<file path="config.mk">
export PLATFORM = sky130hd
export DESIGN_NAME = fixed_div_seq_flat
export DESIGN_NICKNAME = d
export VERILOG_FILES = /design/src/rtl/fixed_div_seq_if.sv /design/src/rtl/fixed_div_seq.sv /design/src/flat_wrapper.sv
export SDC_FILE = /design/constraint.sdc
export NUM_CORES = 1
export LEC_CHECK = 0
export BUFFER_PORTS_ARGS = -buffer_cell sky130_fd_sc_hd__buf_4
export CORE_MARGIN = 3
export CORE_UTILIZATION = 60
export DETAILED_ROUTE_END_ITERATION = 10
export GPL_ROUTABILITY_DRIVEN = 1
export PLACE_DENSITY = 0.84
export SETUP_SLACK_MARGIN = 0.2
export SLEW_MARGIN = 20
export SYNTH_ARGS = -nofsm -noshare
export SYNTH_HDL_FRONTEND = slang
export SYNTH_SLANG_ARGS = --single-unit
</file>
<file path="constraint.sdc">
create_clock -name clk -period 13.05 [get_ports clk]
set_input_delay 1.9575 -clock clk [delete_from_list [all_inputs] [get_ports clk]]
set_output_delay 1.9575 -clock clk [all_outputs]
set_load 0.05 [all_outputs]
</file>
<file path="src/rtl/fixed_div_seq_if.sv">
`default_nettype none
// ============================================================================
// Module   : fixed_div_seq_if
// Brief    : Operand/result handshake bundle for the sequential Fixed divider.
// Revision : 1.0
// ============================================================================
interface fixed_div_seq_if #(
  parameter int WIDTH = 32
);
  logic             in_valid;
  logic             in_ready;
  logic [WIDTH-1:0] a;
  logic [WIDTH-1:0] b;
  logic             out_valid;
  logic             out_ready;
  logic [WIDTH-1:0] q;
  logic             div_by_zero;
  logic             overflow;

  modport master (
    output in_valid, a, b, out_ready,
    input  in_ready, out_valid, q, div_by_zero, overflow
  );

  modport slave (
    input  in_valid, a, b, out_ready,
    output in_ready, out_valid, q, div_by_zero, overflow
  );
endinterface
`default_nettype wire

</file>
<file path="src/rtl/fixed_div_seq.sv">
`default_nettype none
// ============================================================================
// Module   : fixed_div_seq
// Brief    : Signed fixed-point divider, restoring, one quotient bit per clock.
// Revision : 1.0
// ============================================================================
module fixed_div_seq #(
  parameter int WIDTH = 32,
  parameter int FRAC  = 16
) (
  input  logic           clk,
  input  logic           reset,
  fixed_div_seq_if.slave bus
);

  localparam int c_steps = WIDTH + FRAC;
  localparam int c_cnt_w = $clog2(c_steps);
  localparam logic [c_cnt_w-1:0] c_last      = c_cnt_w'(c_steps - 1);
  localparam logic [WIDTH-1:0]   c_fixed_max = {1'b0, {(WIDTH-1){1'b1}}};
  localparam logic [WIDTH-1:0]   c_fixed_min = {1'b1, {(WIDTH-2){1'b0}}, 1'b1};
  localparam logic [c_steps-1:0] c_pos_lim   = c_steps'(c_fixed_max);
  localparam logic [c_steps-1:0] c_neg_lim   = c_pos_lim + c_steps'(1);

  typedef enum logic [1:0] {
    IDLE = 2'd0,
    BUSY = 2'd1,
    DONE = 2'd2
  } state_t;

  state_t               r_state;
  state_t               w_state_next;
  logic                 w_in_ready;
  logic                 w_out_valid;

  logic                 r_sa;
  logic                 r_sb;
  logic [WIDTH-1:0]     r_abs_b;
  logic [c_steps-1:0]   r_dividend;
  logic [WIDTH:0]       r_rem;
  logic [c_steps-1:0]   r_quot;
  logic [c_cnt_w-1:0]   r_count;
  logic [WIDTH-1:0]     r_q;
  logic                 r_dbz;
  logic                 r_ovf;

  logic                 w_accept;
  logic                 w_b_zero;
  logic [WIDTH-1:0]     w_abs_a;
  logic [WIDTH-1:0]     w_abs_b;
  logic [WIDTH+1:0]     w_t;
  logic                 w_ge;
  logic [WIDTH:0]       w_rem_next;
  logic [c_steps-1:0]   w_quot_next;
  logic                 w_last;
  logic [WIDTH-1:0]     w_res_q;
  logic                 w_res_ovf;

  assign w_accept    = bus.in_valid && (r_state == IDLE);
  assign w_b_zero    = (bus.b == '0);
  assign w_abs_a     = bus.a[WIDTH-1] ? -bus.a : bus.a;
  assign w_abs_b     = bus.b[WIDTH-1] ? -bus.b : bus.b;

  // Trial subtraction: the difference fits in WIDTH+1 bits whenever it is taken.
  assign w_t         = {r_rem, r_dividend[c_steps-1]};
  assign w_ge        = (w_t >= {2'b00, r_abs_b});
  assign w_rem_next  = w_ge ? (w_t[WIDTH:0] - {1'b0, r_abs_b}) : w_t[WIDTH:0];
  assign w_quot_next = (r_quot << 1) | c_steps'(w_ge);
  assign w_last      = (r_state == BUSY) && (r_count == c_last);

  always_comb begin
    w_res_q   = w_quot_next[WIDTH-1:0];
    w_res_ovf = 1'b0;
    if (r_sa ^ r_sb) begin
      if (w_quot_next > c_neg_lim) begin
        w_res_q   = c_fixed_min;
        w_res_ovf = 1'b1;
      end else begin
        w_res_q = -w_quot_next[WIDTH-1:0];
      end
    end else if (w_quot_next > c_pos_lim) begin
      w_res_q   = c_fixed_max;
      w_res_ovf = 1'b1;
    end
  end

  always_ff @(posedge clk or posedge reset) begin
    if (reset) begin
      r_state <= IDLE;
    end else begin
      r_state <= w_state_next;
    end
  end

  always_comb begin
    w_state_next = r_state;
    w_in_ready   = 1'b0;
    w_out_valid  = 1'b0;
    case (r_state)
      IDLE: begin
        w_in_ready = 1'b1;
        if (bus.in_valid) begin
          w_state_next = w_b_zero ? DONE : BUSY;
        end
      end
      BUSY: begin
        if (r_count == c_last) begin
          w_state_next = DONE;
        end
      end
      DONE: begin
        w_out_valid = 1'b1;
        if (bus.out_ready) begin
          w_state_next = IDLE;
        end
      end
      default: w_state_next = IDLE;
    endcase
  end

  always_ff @(posedge clk or posedge reset) begin
    if (reset) begin
      r_sa       <= 1'b0;
      r_sb       <= 1'b0;
      r_abs_b    <= '0;
      r_dividend <= '0;
      r_rem      <= '0;
      r_quot     <= '0;
      r_count    <= '0;
      r_q        <= '0;
      r_dbz      <= 1'b0;
      r_ovf      <= 1'b0;
    end else if (w_accept) begin
      r_sa       <= bus.a[WIDTH-1];
      r_sb       <= bus.b[WIDTH-1];
      r_abs_b    <= w_abs_b;
      r_dividend <= {w_abs_a, {FRAC{1'b0}}};
      r_rem      <= '0;
      r_quot     <= '0;
      r_count    <= '0;
      if (w_b_zero) begin
        r_q   <= bus.a[WIDTH-1] ? c_fixed_min : c_fixed_max;
        r_dbz <= 1'b1;
        r_ovf <= 1'b0;
      end
    end else if (r_state == BUSY) begin
      r_dividend <= r_dividend << 1;
      r_rem      <= w_rem_next;
      r_quot     <= w_quot_next;
      r_count    <= r_count + c_cnt_w'(1);
      if (w_last) begin
        r_q   <= w_res_q;
        r_dbz <= 1'b0;
        r_ovf <= w_res_ovf;
      end
    end
  end

  assign bus.in_ready    = w_in_ready;
  assign bus.out_valid   = w_out_valid;
  assign bus.q           = r_q;
  assign bus.div_by_zero = r_dbz;
  assign bus.overflow    = r_ovf;

endmodule
`default_nettype wire

</file>
<file path="src/flat_wrapper.sv">
// flat-port wrapper written by rule: the top's interface ports become plain ports
module fixed_div_seq_flat 
#(
  parameter int WIDTH = 32,
  parameter int FRAC  = 16
)
  (clk, reset, bus_in_valid, bus_a, bus_b, bus_out_ready, bus_in_ready, bus_out_valid, bus_q, bus_div_by_zero, bus_overflow);
  fixed_div_seq_if #(.WIDTH(WIDTH)) bus_i ();
  input  logic clk;
  input  logic reset;
  input wire logic [$bits(bus_i.in_valid)-1:0] bus_in_valid;
  input wire logic [$bits(bus_i.a)-1:0] bus_a;
  input wire logic [$bits(bus_i.b)-1:0] bus_b;
  input wire logic [$bits(bus_i.out_ready)-1:0] bus_out_ready;
  output wire logic [$bits(bus_i.in_ready)-1:0] bus_in_ready;
  output wire logic [$bits(bus_i.out_valid)-1:0] bus_out_valid;
  output wire logic [$bits(bus_i.q)-1:0] bus_q;
  output wire logic [$bits(bus_i.div_by_zero)-1:0] bus_div_by_zero;
  output wire logic [$bits(bus_i.overflow)-1:0] bus_overflow;
  assign bus_i.in_valid = bus_in_valid;
  assign bus_i.a = bus_a;
  assign bus_i.b = bus_b;
  assign bus_i.out_ready = bus_out_ready;
  assign bus_in_ready = bus_i.in_ready;
  assign bus_out_valid = bus_i.out_valid;
  assign bus_q = bus_i.q;
  assign bus_div_by_zero = bus_i.div_by_zero;
  assign bus_overflow = bus_i.overflow;
  fixed_div_seq #(.WIDTH(WIDTH), .FRAC(FRAC)) u_core (.clk(clk), .reset(reset), .bus(bus_i));
endmodule
</file>
Yosys cells after proc, flatten, opt, wreduce, memory -nomap -nowiden:

Index checks and enable logic that the tools add are counted.

* magnitude comparators: 3
* add/subtract/negate cells: 5
* muxes and demuxes: 37
* equal/unequal tests: 7
* bitwise operators: 2
* reductions and logical operators: 8

Operators by type and width (count)
* $mux W32: 10
* $mux W33: 3
* $mux W48: 2
* $neg A32 Y32: 3
* $mux W47: 2
* $gt A48 B31 Y1 const B: 1
* $gt A48 B32 Y1 const B: 1
* $or A48 B1 Y48: 1
* $ge A34 B32 Y1: 1
* $sub A33 B32 Y33: 1
* $logic_not A32 Y1: 1
* $mux W1: 13
* $mux W6: 2
* $mux W2: 4
* $ne A2 B2 Y1 const B: 4
* $add A6 B1 Y6 const B: 1
* $eq A6 B6 Y1 const B: 1
* $pmux W2 S3: 1
* $reduce_and A3 Y1: 2
* $reduce_bool A2 Y1: 2
* $eq A2 B1 Y1 const B: 1
* $eq A2 B2 Y1 const B: 1
* $logic_and A1 B1 Y1: 2
* $logic_not A2 Y1: 1
* $xor A1 B1 Y1: 1

* input bits: 68
* register bits: 204
* output and inout port bits: 36
* word-level logic and storage cells: 73

Logic depth before layout (Yosys ltp):

Gate-level depths: netlist of run 1.

* depth after elaboration: 8
* mapped depth: 23
* gate-level depth less buffers: 20

Worst setup path before layout of run 1:

Ideal clock, no wire load.

* path type: register to register
* from: register u_core.r_rem[4]
* to: register u_core.r_q[30], in the netlist u_core.bus.q[30]
* clock period less this slack: 4.365 ns
* data required time: 12.929 ns
* path buffers: 2
* path slack: 8.685 ns
* library setup time: 0.121 ns
* cell stages (with the launch flop): 21
* arrival time: 4.244 ns
* cells stage by stage: dfrtp_1 ha_1 a21oi_1 o21ai_0 or3b_1 o211ai_1 a21oi_1 a21o_1 inv_1 buf_2 buf_1 ha_1 inv_1 nor4_2 nand3_1 or3_1 nor3_2 nand3_1 a21oi_1 o21ai_1 a22o_1

* longest elaborated chain between the ends: 8
* elaborated cells between the ends (all ways): 11
* those cells by class: add/sub (1); order compare (3); mux (6); bitwise (1)

Ends and longest elaborated chain
* start, declared: line fixed_div_seq.sv:39 `logic [WIDTH:0] r_rem;`
* start signal, assigned: line fixed_div_seq.sv:147 `r_rem <= w_rem_next;`
* $ge A34 B32 Y1 (*): line fixed_div_seq.sv:65 `assign w_ge = (w_t >= {2'b00, r_abs_b});`
* $or A48 B1 Y48 (*): line fixed_div_seq.sv:67 `assign w_quot_next = (r_quot << 1) | c_steps'(w_ge);`
* $gt A48 B31 Y1 (tied with other cells): line fixed_div_seq.sv:80 `end else if (w_quot_next > c_pos_lim) begin`
* $mux W32 (on tied branches): line fixed_div_seq.sv:80, fixed_div_seq.sv:74
* $mux W32 (*): line fixed_div_seq.sv:73 `if (r_sa ^ r_sb) begin`
* $mux W32 (*): line fixed_div_seq.sv:150 `if (w_last) begin`
* $mux W32 (*): line fixed_div_seq.sv:145 `end else if (r_state == BUSY) begin`
* $mux W32 (*): line fixed_div_seq.sv:132 `end else if (w_accept) begin`
* end signal, assigned: line fixed_div_seq.sv:141 `r_q <= bus.a[WIDTH-1] ? c_fixed_min : c_fixed_max;`
* end signal, assigned: line fixed_div_seq.sv:151 `r_q <= w_res_q;`
* end, declared: line fixed_div_seq.sv:42 `logic [WIDTH-1:0] r_q;`

Mark *: on every way between the ends. The rest lies on a longest branch, timed or not. The select of a mux whose other input is x is not followed.
A chain may end at the register's enable or synchronous reset.

Worst setup path in the final report of run 1:

* from: input port bus_b[0]
* to: register u_core.r_q[9], in the netlist u_core.bus.q[9]

* longest elaborated chain between the ends: 3

Ends and longest elaborated chain
* start, declared: line flat_wrapper.sv:13 `input wire logic [$bits(bus_i.b)-1:0] bus_b;`
* $logic_not A32 Y1: line fixed_div_seq.sv:59 `assign w_b_zero = (bus.b == '0);`
* $ne A2 B2 Y1 (no line)
* $reduce_and A3 Y1 (no line)

Every way passes these cells.

==> flow_summary.yaml, run 1 <==
die:
  die_area_sq_um: 20910
  core_area_sq_um: 18770
  boundaryPins: 104
  start_util_pct: 61.43
  rows: 50
  die_h_microns: 144.6
  die_w_microns: 144.6
logic_synthesis:
  synth_ff_type: "dfrtp_1"
  netlist_instances: 1309
  synth-adder-area-share_pct: 4.081
  synth_edf_count: 0
  seq_area_frac_synth_pct: 40.81
  ys_ff_latch: 188
  yosysUniqueCellTypes: 76
  synth_nets: 1414
  synth_compound_area_share_pct: 26.47
  synth_mux_area_share_pct: 0.5427
  post_synth.cell_area_avg_sq_um: 8.807
  synth-simple-area-share_pct: 16.28
  synthArstFlopShare_pct: 100.0
  synth_top_family_by_area: "compound AO/OA/AOI/OAI gates"
  synth_area_sq_um: 11530
  ys_warn_count: 0
  synth_xor_area_share_pct: 7.369
hold_path:
  hold_path.class: "flop to flop"
timing:
  finalMaxSlewViolations: 0
  setup-tns-final_ns: 0
  worstMarginPinSlew_ns: 0.9008
  setup_slack_ns: 7.773
  max_slew_margin_pct: 39.95
  skew_ns: 0.007118
  setup_viol: 0
  fin_crit_sh_pct: 40.44
  hold_viol_final: 0
  fmax_mhz: 189.5
  rsz0062_at_grt: "false"
  period_needed_ns: 5.277
grt:
  grt_overflow: 0
  grt_pass1_wl_microns: 48900
  grt_pass1_vias: 10060
  grt_max_degree: 128
  antenna_found_initial: 0
  grt_use_total_pct: 28.99
routing:
  antenna_left: 0
  dr.pass1.iters: 5
  vias: 10440
  initialDrtViolationCount: 996
  via_per_inst: 6.511
  drt-total-wl_microns: 30170
  remaining_drc_errors: 0
  avgRoutedWirePerCell_microns: 18.81
placed_design:
  place_ws_ns: 7.375
  portBuffers: 103
  dp_hpwl_microns: 19890
  placedInstanceArea_sq_um: 12360
  routabilityCongestion: 0.9074
  place_inst: 1572
clocking:
  clkSlewWorstSetupHoldPaths_ns: 0.07
  cts_root_buf: "clkbuf_16"
  hold_buffers: 0
  h-tree-depth: 4
  cts_made_buffers: 17
  insertion_delay_ns: 0.44
  cts_tree: "built"
  cts-resized-gates: 0
  cts_buffer_depth: 2
  cts_setup_buffers: 0
  cts.sinks: 188
layout:
  area_delta_synth_final_pct: 12.99
  final_cells: 1604
  final_area_sq_um: 13030
  final_common_cell: "dfrtp_1"
  n_fill_cell: 1507
  layout_common_cells: "188 x dfrtp_1, 170 x o21ai_0, 165 x nand2_1"
  final_nets: 1462
  drive_above_1_share_pct: 12.63
  diodes: 0
pwr:
  vdd_ir_drop_max_uv: 125.8
  total_power_mw: 3.674
  power.density_nw_per_um2: 282.0
  leakage_nw: 5.586
setup_path:
  critPathArrivalTime_ns: 5.66
  cp_max_fo: 15
  endpoint_kind: "flop"
  path_class: "input port to flop"
  worst-endpoint-required_ns: 13.43
  start_kind: "input port"
outcome:
  status: "finished clean"
job:
  drv_cap: 0
cells by family after synthesis:
group	count (synthesis)
compound gates	468
xor+xnor	97
fa+ha+maj	37
buf+inv	132
flops	188
mux	6
simple gates	381
worst paths after layout:
kind,end,from,slack (ns),depth (start not counted)
worst max-delay path,u_core.bus.q[9]$_DFFE_PP0P_,bus_b[0],7.77,12
worst min-delay path,u_core.r_dividend[32]$_DFFE_PP0P_,u_core.r_dividend[32]$_DFFE_PP0P_,0.49,2
worst max register to register,u_core.bus.q[16]$_DFFE_PP0P_,u_core.r_rem[4]$_DFFE_PP0P_,7.83,18
worst min register to register,u_core.r_dividend[32]$_DFFE_PP0P_,u_core.r_dividend[32]$_DFFE_PP0P_,0.49,2
max in group asynchronous,u_core.bus.q[8]$_DFFE_PP0P_,reset,10.06,3
min in group asynchronous,u_core.r_rem[24]$_DFFE_PP0P_,reset,1.67,2
cells in the mapped netlist, types with 16 or more instances:
cell | count | area share (%)
a21o_1 | 17 | 1.1
a21oi_1 | 66 | 2.9
a22o_1 | 64 | 4.9
a22oi_1 | 16 | 1.0
clkbuf_1 | 65 | 2.1
dfrtp_1 | 188 | 41
ha_1 | 36 | 3.9
inv_1 | 49 | 1.6
nand2_1 | 166 | 5.4
nand3_1 | 23 | 1.0
nor2_1 | 62 | 2.0
nor3_1 | 23 | 1.0
o211ai_1 | 19 | 1.2
o21ai_0 | 170 | 7.4
o31ai_1 | 22 | 1.4
xnor2_1 | 45 | 3.4
xor2_1 | 52 | 4.0
flip-flops by register name, summed over array words and instances (netlist names):
signal,flops
u_core.r_quot,47
u_core.r_rem,33
u_core.bus.q,32
u_core.r_abs_b,32
u_core.r_dividend,32
u_core.r_count,6
u_core.r_state,2
u_core.bus.div_by_zero,1
u_core.bus.overflow,1
u_core.r_sa,1
u_core.r_sb,1
layout make-up:
type	instances	area [sq um]	share of cell area (%)
multi-input cells	989	6332	48.61
flip-flops and latches	188	4705	36.12
repair buffers	112	840.8	6.455
clock buffers	18	429.2	3.295
well taps	234	292.8	2.248
clock inverters	14	235.2	1.806
inverters	49	191.4	1.470
routing by layer:
metal	vias to the layer above	wire length, microns	share of wire [%]	global-route usage, %
li1	4861	-	-	-
met3	73	1859	6.2	4.464
met2	459	14610	48	46.96
met1	5051	12910	43	39.88
met5	-	0	0	0
met4	0	789	2.6	10.31
where the power goes:
group	internal (mW)	switching (mW)
Sequential	0.836	0.243
Combinational	0.797	1.21
Clock	0.346	0.241
Total	1.98	1.69
critical path: stages:
cell and delay [ns]:
buf_4 0.11, inv_1 0.08, ha_1 0.16, or3b_2 0.46, nor3_1 0.40, nand4_1 0.47
o31a_1 0.59, a21oi_2 0.49, nand2_1 0.41, a311oi_1 0.35, a41oi_1 0.07, nand3_1 0.11
metrics by stage:
| stage | utilization, % | hold WS [ns] |
|---|---|---|
| 2_1_floorplan | - | 0.4447 |
| 3_3_place_gp | 65.87 | 0.4599 |
| 3_5_place_dp | 65.87 | 0.4718 |
| 4_1_cts | 69.41 | 0.4873 |
| 5_1_grt | 69.41 | 0.5090 |
| 6_report | 69.41 | 0.4850 |
No activity file was read; power rests on OpenSTA's default activity.
==> run 2: changes to the inputs <==
Clock period 13.05 ns to 5 ns, I/O delays scaled along.
==> run 2 against run 1 <==
- non-clock buffer count is 7 higher
- clock skew is 0.0029 ns higher
- die area stayed put
- critical path depth is 4 higher
- clock-buffer cell count stayed put
- power grew to 2.6 times the previous value
- combinational power grew to 2.6 times the previous value
- via count hardly changed
- worst setup slack worse by 7.2 ns
- cell count is 0.44% higher
- sequential power grew to 2.6 times the previous value
- critical path type is now flop to flop
==> flow_summary.yaml, run 2 (synthesis results as in run 1) <==
outcome:
  status: "finished clean"
placed_design:
  dp_hpwl_microns: 20420
  placedInstanceArea_sq_um: 12410
  place_ws_ns: 0.3732
  portBuffers: 103
  routabilityCongestion: 0.9414
pwr:
  leakage_nw: 5.595
  power.density_nw_per_um2: 726.4
  vdd_ir_drop_max_uv: 316.6
layout:
  final_nets: 1469
  drive_above_1_share_pct: 13.44
  layout_common_cells: "188 x dfrtp_1, 170 x o21ai_0, 164 x nand2_1"
  reg_top3: "u_core.r_quot x47, u_core.r_rem x33"
  largest-register: "u_core.r_quot"
  area_delta_synth_final_pct: 13.21
  largest_register_ffs: 47
  diodes: 0
  final_common_cell: "dfrtp_1"
  final_area_sq_um: 13050
routing:
  remaining_drc_errors: 0
  dr.pass1.iters: 5
  avgRoutedWirePerCell_microns: 18.49
  via_per_inst: 6.484
  initialDrtViolationCount: 909
  vias: 10450
  drt-total-wl_microns: 29780
  antenna_left: 0
die:
  start_util_pct: 61.43
  die_h_microns: 144.6
  die_w_microns: 144.6
  boundaryPins: 104
  die_area_sq_um: 20910
  core_area_sq_um: 18770
  rows: 50
clocking:
  cts_root_buf: "clkbuf_16"
  cts_made_buffers: 17
  cts_tree: "built"
  cts.sinks: 188
  h-tree-depth: 4
  insertion_delay_ns: 0.44
  clkSlewWorstSetupHoldPaths_ns: 0.07
  cts_buffer_depth: 2
grt:
  grt_overflow: 0
  grt_pass1_wl_microns: 49190
  grt_use_total_pct: 29.07
  grt_max_degree: 154
  antenna_found_initial: 0
  grt_pass1_vias: 9897
timing:
  period_needed_ns: 4.378
  finalMaxSlewViolations: 0
  fmax_mhz: 228.4
  fin_crit_sh_pct: 87.56
  setup_slack_ns: 0.6221
  rsz0062_at_grt: "false"
  setup_viol: 0
  hold_ws_ns: 0.4439
  setup-tns-final_ns: 0
  skew_ns: 0.01005
  max_slew_margin_pct: 31.82
  hold_viol_final: 0
  worstMarginPinSlew_ns: 1.023
setup_path:
  start_kind: "flop"
  endpoint_kind: "flop"
  critPathBufInv: 2
  worst-endpoint-required_ns: 5.32
  path_class: "flop to flop"
  cp_top_family: "simple AND/OR/NAND/NOR gates"
  slowest_stage: "or4_1"
  critPathArrivalTime_ns: 4.70
  cp_max_fo: 10
  crit_chain: "ha_1 -> a21oi_1 -> o21ai_0 -> or3b_1 -> o211ai_1 -> a21oi_2 -> a21o_2 -> inv_1 -> ha_1 -> inv_1 -> or4_1 -> or3_1 -> or3_1 -> nand2_1 -> o211ai_1 -> a22o_1"
  r2r_slack_ns: 0.62
  cp_slowest_stage_delay_ns: 0.48
hold_path:
  hold_path.class: "input port to asynchronous set/reset pin"
job:
  drv_cap: 0
-- run 2: cell types whose count changed in the layout (fill, tap and decap cells not counted), moves of 2 or more --
cell,delta
buf_4,+6
bufinv_16,-3
clkinvlp_4,+3
inv_8,+2
-- run 2: worst paths after layout --
kind | from | endpoint | depth (start not counted)
worst min-delay path | reset | u_core.r_rem[23]$_DFFE_PP0P_ | 2
min in group clk | u_core.r_abs_b[17]$_DFFE_PP0P_ | u_core.r_abs_b[17]$_DFFE_PP0P_ | 2
worst min register to register | u_core.r_abs_b[17]$_DFFE_PP0P_ | u_core.r_abs_b[17]$_DFFE_PP0P_ | 2
worst max-delay path | u_core.r_rem[4]$_DFFE_PP0P_ | u_core.bus.q[12]$_DFFE_PP0P_ | 16
max in group asynchronous | reset | u_core.r_rem[8]$_DFFE_PP0P_ | 3
worst max register to register | u_core.r_rem[4]$_DFFE_PP0P_ | u_core.bus.q[12]$_DFFE_PP0P_ | 16
-- run 2: through the flow --
stage | power [mW] | instances | utilization [%]
3_3_place_gp | 7.727 | 1577 | 66.11
3_5_place_dp | 7.906 | 1577 | 66.11
6_report | 9.480 | 1611 | 69.54
5_1_grt | 10.22 | 1611 | 69.54
4_1_cts | 9.373 | 1609 | 69.35
2_1_floorplan | 6.660 | 1309 | -
-- run 2: where the power goes --
part / switching [mW] / total, mW / internal (mW)
Clock: 0.640 / 1.41 / 0.770
Sequential: 0.622 / 2.80 / 2.18
Combinational: 3.16 / 5.27 / 2.11
Total: 4.42 / 9.48 / 5.06
-- run 2: repair_timing --
| action | CTS | global route |
|---|---|---|
| setup buffers | 0 | 2 |
| gates resized for setup | 0 | 5 |
| hold buffers | 0 | 0 |
| endpoints found under the setup margin | 0 | 25 |
-- run 2: area by class of cell --
cell class	count	area (sq um)
clock buffers	18	439.2
multi-input cells	989	6352
well taps	234	292.8
fillers	1477	5717
clock inverters	14	168.9
repair buffers	119	905.9
flip-flops and latches	188	4705
inverters	49	187.7
-- run 2: layer usage --
metal | wire, microns | vias to the layer above | share of wire, % | track usage, %
met4 | 790 | 0 | 2.7 | 9.327
met1 | 12860 | 5008 | 43 | 40.74
met5 | 0 | - | 0 | 0
li1 | - | 4886 | - | -
met2 | 14000 | 480 | 47 | 46.28
met3 | 2128 | 71 | 7.1 | 5.093
-- run 2: worst register-to-register path: cells and delay by family, from the launching register on --
| kind | cells | cell delay [ns] |
|---|---|---|
| AO/OA/AOI/OAI | 7 | 1.46 |
| adder cells (fa/ha/maj) | 2 | 0.56 |
| buffers and inverters | 2 | 0.19 |
| flip-flops | 1 | 0.41 |
| AND/OR/NAND/NOR | 5 | 1.64 |
==> run 3: changes to the inputs <==
Settings changed: CORE_UTILIZATION 60 to 61, PLACE_DENSITY 0.84 to 0.85.
==> run 3 against run 2 <==
- cell area is 0.12% lower
- sequential cell count unchanged
- combinational power barely moved
- register-to-register slack got worse by 0.08 ns
- largest cell class unchanged
- clock-buffer cell count grew 1
- critical endpoint is now u_core.bus.q[24]$_DFFE_PP0P_
- worst hold slack worse by 0.17 ns
==> flow_summary.yaml, run 3 (synthesis results as in run 1) <==
outcome:
  status: "finished clean"
setup_path:
  endpoint_kind: "flop"
  start_kind: "flop"
  worst-endpoint-required_ns: 5.37
  cp_max_fo: 15
  critPathArrivalTime_ns: 4.82
  path_class: "flop to flop"
  r2r_slack_ns: 0.55
  reg2reg_from: "u_core.r_rem[4]$_DFFE_PP0P_"
  r2r_cells: 19
  r2r_end: "u_core.bus.q[24]$_DFFE_PP0P_"
die:
  die_w_microns: 143.5
  die_area_sq_um: 20590
  start_util_pct: 63.10
  boundaryPins: 104
  die_h_microns: 143.5
  core_area_sq_um: 18270
  rows: 49
routing:
  via_per_inst: 6.481
  highest_layer: "met4"
  initialDrtViolationCount: 1110
  vias: 10410
  drt-total-wl_microns: 29840
  antenna_left: 0
  dr_wl_met3_microns: 1932
  dr.pass1.iters: 7
  avgRoutedWirePerCell_microns: 18.58
  wl_met1_microns: 12950
  met2_length_microns: 14350
  remaining_drc_errors: 0
timing:
  fmax_mhz: 224.5
  fin_crit_sh_pct: 89.09
  max_slew_margin_pct: 35.86
  rsz0062_at_grt: "false"
  setup_viol: 0
  hold_viol_final: 0
  skew_ns: 0.01363
  setup_slack_ns: 0.5457
  period_needed_ns: 4.454
  setup-tns-final_ns: 0
  finalMaxSlewViolations: 0
  worstMarginPinSlew_ns: 0.9621
placed_design:
  routabilityCongestion: 0.9575
  dp_hpwl_microns: 20390
  place_ws_ns: 0.4786
  portBuffers: 103
  placedInstanceArea_sq_um: 12400
pwr:
  vdd_ir_drop_max_uv: 376.4
  leakage_nw: 5.588
  total_power_mw: 9.441
  power.density_nw_per_um2: 724.3
job:
  drv_cap: 0
clocking:
  cts_tree: "built"
  clkSlewWorstSetupHoldPaths_ns: 0.08
  h-tree-depth: 4
  insertion_delay_ns: 0.44
  cts_made_buffers: 17
  cts.sinks: 188
  cts_buffer_depth: 2
  cts_root_buf: "clkbuf_16"
layout:
  n_fill_cell: 1430
  final_area_sq_um: 13040
  drive_above_1_share_pct: 13.22
  largest_register_ffs: 47
  diodes: 0
  layout_common_cells: "188 x dfrtp_1, 170 x o21ai_0, 164 x nand2_1"
  final_common_cell: "dfrtp_1"
  reg_top3: "u_core.r_quot x47, u_core.r_rem x33"
  largest-register: "u_core.r_quot"
  final_nets: 1469
  area_delta_synth_final_pct: 13.07
grt:
  grt_pass1_wl_microns: 49250
  grt_overflow: 0
  antenna_found_initial: 0
  grt_pass1_vias: 9850
  grt_use_total_pct: 29.44
  grt_max_degree: 104
hold_path:
  hold_path.class: "input port to asynchronous set/reset pin"
[run 3: worst max-delay path, cell delays in order (launching register included)]
cell and delay, ns:
dfrtp_1 0.41, ha_1 0.38, a21oi_1 0.18, o21ai_0 0.13
or3b_1 0.36, o211ai_1 0.18, buf_4 0.15, a21oi_1 0.16
a21o_1 0.24, inv_1 0.07, ha_1 0.20, inv_1 0.09
nor4_2 0.34, nand4_1 0.20, o21ai_1 0.27, nand2b_2 0.24
or2_1 0.31, o311ai_1 0.23, o21ai_1 0.10, a21oi_1 0.15
[run 3: per-stage QoR]
step	hold WS [ns]	cells	utilization [%]
floorplan	0.4447	1309	-
CTS	0.4872	1604	71.17
global placement	0.4585	1572	67.88
finish	0.2771	1606	71.35
detailed placement	0.4719	1572	67.88
global route	0.2938	1606	71.35
[run 3: report_power, final]
group	internal (mW)	total, mW	switching [mW]
clock network	0.766	1.40	0.636
logic	2.10	5.24	3.14
registers	2.18	2.80	0.620
total	5.05	9.44	4.39
[run 3: worst max-delay path by stage]
| stage | end | slack, ns | start | depth (start not counted) |
|---|---|---|---|---|
| 4_1_cts | u_core.bus.q[16]$_DFFE_PP0P_ | 0.39 | u_core.r_rem[4]$_DFFE_PP0P_ | 18 |
| 3_3_place_gp | u_core.bus.q[16]$_DFFE_PP0P_ | 0.68 | u_core.r_rem[4]$_DFFE_PP0P_ | 18 |
| 6_report | u_core.bus.q[24]$_DFFE_PP0P_ | 0.55 | u_core.r_rem[4]$_DFFE_PP0P_ | 19 |
| 2_1_floorplan | u_core.bus.q[30]$_DFFE_PP0P_ | 0.63 | u_core.r_rem[4]$_DFFE_PP0P_ | 20 |
| 5_1_grt | u_core.bus.q[24]$_DFFE_PP0P_ | 0.23 | u_core.r_rem[12]$_DFFE_PP0P_ | 18 |
| 3_5_place_dp | u_core.bus.q[16]$_DFFE_PP0P_ | 0.48 | u_core.r_rem[4]$_DFFE_PP0P_ | 18 |
[run 3: timing repair]
action,CTS,global route
hold buffers,0,0
buffers inserted,0,1
resized for setup,0,3
setup endpoints to repair,0,14
[run 3: layout make-up]
class	instances	area, sq um	share of cell area (%)
Multi-Input combinational cell	989	6337	48.62
Timing Repair Buffer	119	918.4	7.046
Inverter	49	187.7	1.440
Sequential cell	188	4705	36.09
Clock buffer	19	442.9	3.398
Clock inverter	13	157.7	1.209
Tap cell	229	286.5	2.198
[run 3: layer usage]
metal / vias up / global-route usage (%)
li1: 4888 / -
met1: 5019 / 41.26
met2: 446 / 47.97
met3: 55 / 4.792
met4: 0 / 7.978
met5: - / 0
